`src/rtl/io_input_port.sv`:
```
// io_input_port: byte-wide input FIFO port for the SAP3 core.
// An external source pushes bytes with a strobe. The core pops them, polls
// status and fill count, and may enable a level interrupt or flush the queue.
module io_input_port #(
   parameter int DEPTH     = 8,
   parameter int IRQ_LEVEL = 4
) (
   input  logic       clk,
   input  logic       rst,
   input  logic       in_strobe,
   input  logic [7:0] in_data,
   output logic       in_ready,
   input  logic [1:0] rd_sel,
   input  logic       rd_en,
   input  logic       wr_en,
   input  logic [7:0] bus_in,
   output logic [7:0] out,
   output logic       irq
);

   localparam int AW = $clog2(DEPTH);
   localparam int CW = AW + 1;
   localparam logic [CW-1:0] FULL_CNT = CW'(DEPTH);
   localparam logic [CW-1:0] IRQ_CNT  = CW'(IRQ_LEVEL);

   logic [7:0]    mem_q [DEPTH];
   logic [AW-1:0] wr_ptr_q, wr_ptr_d;
   logic [AW-1:0] rd_ptr_q, rd_ptr_d;
   logic [CW-1:0] count_q, count_d;
   logic          ovf_q, ovf_d;
   logic          udf_q, udf_d;
   logic [1:0]    ctrl_q, ctrl_d;
   logic          irq_q, irq_d;

   logic full, empty, flush;
   logic data_rd, push, pop, ovf_set, udf_set, stat_clr;

   // Only the two control bits of the core bus are meaningful.
   logic bus_unused;
   assign bus_unused = ^bus_in[7:2];

   assign full  = (count_q == FULL_CNT);
   assign empty = (count_q == '0);
   assign flush = ctrl_q[1];

   // Next-state logic: push/pop decisions, sticky flags, flush and irq.
   always_comb begin
      data_rd  = rd_en & (rd_sel == 2'b00);
      stat_clr = rd_en & (rd_sel == 2'b01);
      // A pending flush swallows both sides of the queue for one cycle.
      push     = in_strobe & ~full & ~flush;
      pop      = data_rd & ~empty & ~flush;
      ovf_set  = in_strobe & full & ~flush;
      udf_set  = data_rd & empty & ~flush;

      wr_ptr_d = wr_ptr_q;
      rd_ptr_d = rd_ptr_q;
      count_d  = count_q;
      if (flush) begin
         wr_ptr_d = '0;
         rd_ptr_d = '0;
         count_d  = '0;
      end else begin
         if (push) wr_ptr_d = wr_ptr_q + AW'(1);
         if (pop)  rd_ptr_d = rd_ptr_q + AW'(1);
         if (push && !pop)      count_d = count_q + CW'(1);
         else if (pop && !push) count_d = count_q - CW'(1);
      end

      // A set event in the clearing cycle keeps the flag asserted.
      ovf_d = (ovf_q & ~stat_clr) | ovf_set;
      udf_d = (udf_q & ~stat_clr) | udf_set;

      ctrl_d = ctrl_q;
      if (flush) ctrl_d[1] = 1'b0;
      if (wr_en) ctrl_d = bus_in[1:0];

      irq_d = ctrl_q[0] & (count_d >= IRQ_CNT);
   end

   // Control state; reset dominates every other input.
   always_ff @(posedge clk) begin
      if (rst) begin
         wr_ptr_q <= '0;
         rd_ptr_q <= '0;
         count_q  <= '0;
         ovf_q    <= 1'b0;
         udf_q    <= 1'b0;
         ctrl_q   <= 2'b00;
         irq_q    <= 1'b0;
      end else begin
         wr_ptr_q <= wr_ptr_d;
         rd_ptr_q <= rd_ptr_d;
         count_q  <= count_d;
         ovf_q    <= ovf_d;
         udf_q    <= udf_d;
         ctrl_q   <= ctrl_d;
         irq_q    <= irq_d;
      end
   end

   // Storage array; contents after reset are don't-care.
   always_ff @(posedge clk) begin
      if (push) mem_q[wr_ptr_q] <= in_data;
   end

   // Read mux, combinational from registered state.
   always_comb begin
      case (rd_sel)
         2'b00:   out = empty ? 8'h00 : mem_q[rd_ptr_q];
         2'b01:   out = {4'b0000, ovf_q, udf_q, full, empty};
         2'b10:   out = 8'(count_q);
         default: out = {6'b000000, ctrl_q};
      endcase
   end

   assign in_ready = ~full;
   assign irq      = irq_q;

endmodule

```
`config.mk`:
```
export PLATFORM = sky130hd
export DESIGN_NAME = io_input_port
export DESIGN_NICKNAME = d
export VERILOG_FILES = /design/src/rtl/io_input_port.sv
export SDC_FILE = /design/constraint.sdc
export NUM_CORES = 1
export LEC_CHECK = 0
export CORE_ASPECT_RATIO = 0.9
export CORE_MARGIN = 4
export CORE_UTILIZATION = 53
export CTS_CLUSTER_SIZE = 30
export DETAILED_ROUTE_END_ITERATION = 10
export PLACE_DENSITY = 0.73
export SYNTH_ARGS = -nofsm -noshare
export SYNTH_HDL_FRONTEND = slang
export SYNTH_SLANG_ARGS = --single-unit
```
`constraint.sdc`:
```
create_clock -name clk -period 4.2 [get_ports clk]
set_input_delay 0.84 -clock clk [delete_from_list [all_inputs] [get_ports clk]]
set_output_delay 0.84 -clock clk [all_outputs]
set_load 0.03 [all_outputs]
```
# Word-level counts from Yosys, hierarchy flattened
# Memories as Yosys holds them, arrays and structs flattened. A register that Yosys moved wholly into a read port is not among the register bits.
# Index checks and enable logic that the tools add are counted.
totals:
  word_cells: 54
  mem_count: 1
  reg_bits: 15
  output_inout_bits: 10
  ramBits: 64
  in_bits: 23
classes:
  n_lt_le_gt_ge: 1
  eq_ne: 3
  bitwise_logic: 20
  add_sub_neg: 4
  reduce_logical: 8
  n_mux: 9
mem_list:
  columns: ["name", "depth", "width", "read_ports", "rd_clocked_by_memory_dff", "wr", "line", "text"]
  rows:
  - ["mem_q", 8, 8, 1, 1, 1, "26", "logic [7:0] mem_q [DEPTH];"]
ops:
  columns: ["op", "n"]
  rows:
  - ["$pmux 8 s3", 1]
  - ["$and 1x1->1", 13]
  - ["$mux 4", 3]
  - ["$mux 8", 1]
  - ["$add 3x1->3 const B", 2]
  - ["$mux 3", 2]
  - ["$not 1->1", 5]
  - ["$add 4x1->4 const B", 1]
  - ["$eq 4x4->1 const B", 1]
  - ["$ge 4x3->1 const B", 1]
  - ["$logic_not 4->1", 1]
  - ["$reduce_or 2->1", 2]
  - ["$sub 4x1->4 const B", 1]
  - ["$eq 2x1->1 const B", 1]
  - ["$eq 2x2->1 const B", 1]
  - ["$logic_and 1x1->1", 2]
  - ["$logic_not 1->1", 2]
  - ["$logic_not 2->1", 1]
  - ["$mux 1", 2]
  - ["$or 1x1->1", 2]

# Logic depth before layout (Yosys ltp)
logic_depth:
  ltp_word: 11
  depth_mapped: 10

# Least setup slack after synthesis
# No wires, ideal clock.
synth_path:
  path_kind: "in2out"
  start: "input port rd_sel[0]"
  end: "output port out[2]"
  path_stages: 4
  required_ps: 3360
  t_arrival_ps: 2237
  setup_slack_ps: 1123
  path_buffers: 2
  cell_sequence: "clkbuf_1 -> or3_1 -> clkbuf_1 -> o21ai_0"
synth_between:
  elab_chain_cells: 2
synth_rtl:
  columns: ["item", "line", "text"]
  rows:
  - ["from (decl)", "13", "input logic [1:0] rd_sel,"]
  - ["$eq 2x2->1 (tied with other cells)", "109", "case (rd_sel)"]
  - ["$pmux 8 s3 *", "109", null]
  - ["to (decl)", "17", "output logic [7:0] out,"]
# Every way passes the cells marked *; elsewhere a longest branch is shown, timed or not.

# Final worst setup path
layout_path:
  start: "input port rd_sel[1]"
  end: "output port out[1]"
# Same word-level chain as after synthesis.

==> metrics.md <==
| Metric | Value |
|---|---|
| PnR worst setup slack | about 500 ps |
| Multiplexer area fraction after synthesis | 0.153 |
| ANT cells | 0 |
| Largest net degree at the start of global routing | 16 |
| Fmax | ~270 MHz |
| Comb pwr share | 0.083 |
| Internal power | 1.23 mW |
| P_sw | roughly 370 uW |
| Die height | 84.0 um |
| CTS Root Cell | clkbuf_8 |
| Hold_buf cts | 0 |
| Switch share | 0.229 |
| Final count of hold timing violations | 0 |
| Initial antenna violation count | 0 |
| Seq/Total Area, Yosys | 0.671 |
| Worst Min Path Start | ctrl_q[0] |
| Postcts setup bufs | 0 |
| Max clock buf depth | 2 |
| Die area | 0.00776 mm2 |
| Post-route cell area | 0.00402 mm2 |
| Fin crit share | 0.881 |
| Leakage | 1.33 nW |
| Fill cell count | 443 |
| DP Wirelength | 4250 um |
| Slew HR | 0.634 |
| Worst slack, placed | between 400 and 500 ps |
| Final Max Slew Viols | 0 |
| Crit Path Category | in2out |
| Syn_area_per_cell | 16.1 um2 |
| First-pass GRT wire length | about 10000 um |
| Main synth FF type | edfxtp_1 |
| Top cell types by occurrence after synthesis | edfxtp_1 (64), nor2_1 (26), dfxtp_1 (18) |
| Yosys reg bits | 82 |
| CP Max Fanout | 7 |
| Reg-to-Reg End | mem_q[3][7] |
| Ports | 33 |
| Worst Clk Skew | 8.98 ps |
| Max-cap viol count | 0 |
| WHS Path Cells | 2 |
| Synth Net Count | roughly 240 |
| Dpl cell area | 0.00382 mm2 |
| # setup viols final | 0 |
| Area share of the largest cell type after synthesis | 0.565 |
| Setup Total Neg Slack | 0 ps |
| Multi-input logic area | 0.00105 mm2 |
| Compound-Gate Fraction of Synth Area | 0.0401 |
| CP required | 3360 ps |
| Quantity of gates resized following cts | 0 |
| Sequential power share | 0.563 |
| Power per cell area | 397 mW/mm2 |
| 1st-iter DRT viols | 123 |
| Register area | 0.00228 mm2 |
| Cell depth of the worst flop-to-flop path | 9 |
| Post-synth EDFFs | 64 |
| Synth area leaders | edfxtp_1 (57%), mux4_2 (11%), dfxtp_1 (11%), mux2i_1 (3.2%), nor2_1 (2.9%) |
| Crit-path most repeated cell | clkdlybuf4s50_1 |
| CTS tree | yes |
| Remaining global-route overflow | 0 |
| Starting Density | 0.550 |
| Simple-gate portion of the synthesized area | 0.0824 |
| Core Box Area | 0.00618 mm2 |
| Synthesis-to-finish area growth | 18.2% |
| Synth Area in XOR/XNOR | 0.0155 |
| CP startpoint kind | input port |
| Largest family of logic cells by synthesized area | multiplexers |
| Cell taking the most area after synthesis | edfxtp_1 |
| Clock-pin slew on the worst setup and hold paths | 80 ps |
| Synth Instances | between 200 and 250 |
| Post-Synth Adder-Cell Area | 0.0184 |
| DRT antenna net count | 0 |
| Reg2reg setup slack | 1750 ps |
| RSZ-0062 raised after global routing | no |
| Clock sink total | 82 |
| Clock period minus worst slack | 3700 ps |
| Hold path endpoint | irq |
| Ys Warns | 0 |
| GPL Wtd Cong | 0.788 |
| CTS HTree Levels | 3 |
| Vias in the first global route | between 1500 and 2000 |
| Worst VDD drop | 0.307 mV |
| Synth cell types | 39 |
| Vias per cell | 5.38 |
| Asr flop ratio synth | 0 |
| Least-Margin Pin Slew | 547 ps |
| Critical Path End Type | output pin |
| Status | finished clean |
| Row cnt | 27 |
| Final #Nets | roughly 280 |
| CP Cell Sequence | clkdlybuf4s50_1 > or3_1 > o22ai_1 > o21a_1 > clkdlybuf4s50_1 |
| Top-count cell post-synth | edfxtp_1 |
| Drt drc | 0 |
| Total global-route track usage | 0.174 |
| Clk pwr share | 0.354 |
| Mapped cell area | 0.00340 mm2 |
| Routed vias | 1845 |
| Worst path slowest cell | clkdlybuf4s50_1 |
| Min-delay worst type | reg2reg |
| Port buffer count | 26 |
| CTS Buf Count | 9 |
| WL/cell | 17.8 um |
| Worst reg2reg startpoint | count_q[0] |
| Fraction of layout instances using a drive strength above 1 | 0.207 |
| Die width | 92.4 um |
| Drt pass-1 iters | 4 |
| Worst-Skew Late Latency | 340 ps |
| Max stage delay on crit path | 670 ps |
| Routed WL | 6090 um |
| Crit path DAT | 2860 ps |
-- layout by cell type, fill, tap and decap left out, types with 2 or more instances in the layout --
cell             count
a21oi_1              4
a22oi_1              4
buf_4               13
clkbuf_8             9
clkdlybuf4s50_1     26
clkinv_4             2
dfxtp_1             18
edfxtp_1            64
ha_1                 5
inv_1                4
inv_6                2
mux2i_1             11
mux4_2              17
nand2_1              6
nand2b_1             6
nor2_1              26
nor2b_1              4
nor3_1               4
o21ai_0              2
or3_1                2
xnor2_1              2
xor2_1               4
-- registers in the layout (all words and copies together), names as in the netlist, named ones only --
signal    flops
wr_ptr_q      3
rd_ptr_q      3
ctrl_q        2
udf_q         1
mem_q        64
ovf_q         1
count_q       4
irq           1
-- power groups by stage --
| stage | sequential (mW) | combinational [mW] | clock [mW] |
|---|---|---|---|
| after floorplan | 0.916 | 0.0802 | 0 |
| after global placement | 0.918 | 0.132 | 0 |
| after detailed placement | 0.919 | 0.133 | 0 |
| after CTS | 0.900 | 0.133 | 0.585 |
| after global routing | 0.902 | 0.144 | 0.619 |
| final | 0.900 | 0.132 | 0.566 |
-- logic make-up (layout without fill, tap and decap cells) --
kind of cell	count (synthesis)	in the layout
buf+inv	15	60
simple gates	56	56
fa+ha+maj	5	5
compound gates	17	17
flops	82	82
mux	30	30
xor+xnor	6	6
-- cell type report --
type                            instances  area share
Sequential cell                        82       0.568
Multi-Input combinational cell        114       0.261
Timing Repair Buffer                   39      0.0890
Clock buffer                            9      0.0308
Tap cell                               87      0.0271
Clock inverter                          7      0.0193
Inverter                                5     0.00467
-- through the flow --
step | utilization | instances | hold WS, ps | power, mW
3_5_place_dp | 0.618 | 327 | 480 | 1.05
6_report | 0.650 | 343 | 486 | 1.60
3_3_place_gp | 0.618 | 327 | 475 | 1.05
4_1_cts | 0.650 | 343 | 492 | 1.62
2_1_floorplan | - | 211 | 437 | 0.996
5_1_grt | 0.650 | 343 | 505 | 1.67
-- worst max-delay path, delay by kind of cell --
kind,cells,cell delay (ps)
AOI/OAI and AO/OA,2,380
buffers and inverters,2,1100
and+or+nand+nor,1,540
-- how the worst max path moves through the flow --
stage,startpoint,to,slack (ps),cells after the start
6_report,rd_sel[1],out[1],500,5
4_1_cts,rd_sel[1],out[1],490,5
2_1_floorplan,rd_sel[0],out[2],1120,4
5_1_grt,rd_sel[1],out[1],380,5
3_3_place_gp,rd_sel[1],out[1],510,5
3_5_place_dp,rd_sel[1],out[1],500,5
-- layer usage --
layer / vias to the layer above / global-route usage / routed length [um]
li1: 885 / - / -
met1: 907 / 0.224 / 2550
met2: 51 / 0.286 / 3080
met3: 2 / 0.0523 / 435
met4: 0 / 0.0486 / 24
met5: - / 0 / 0
(Power assumes the default switching activity.)
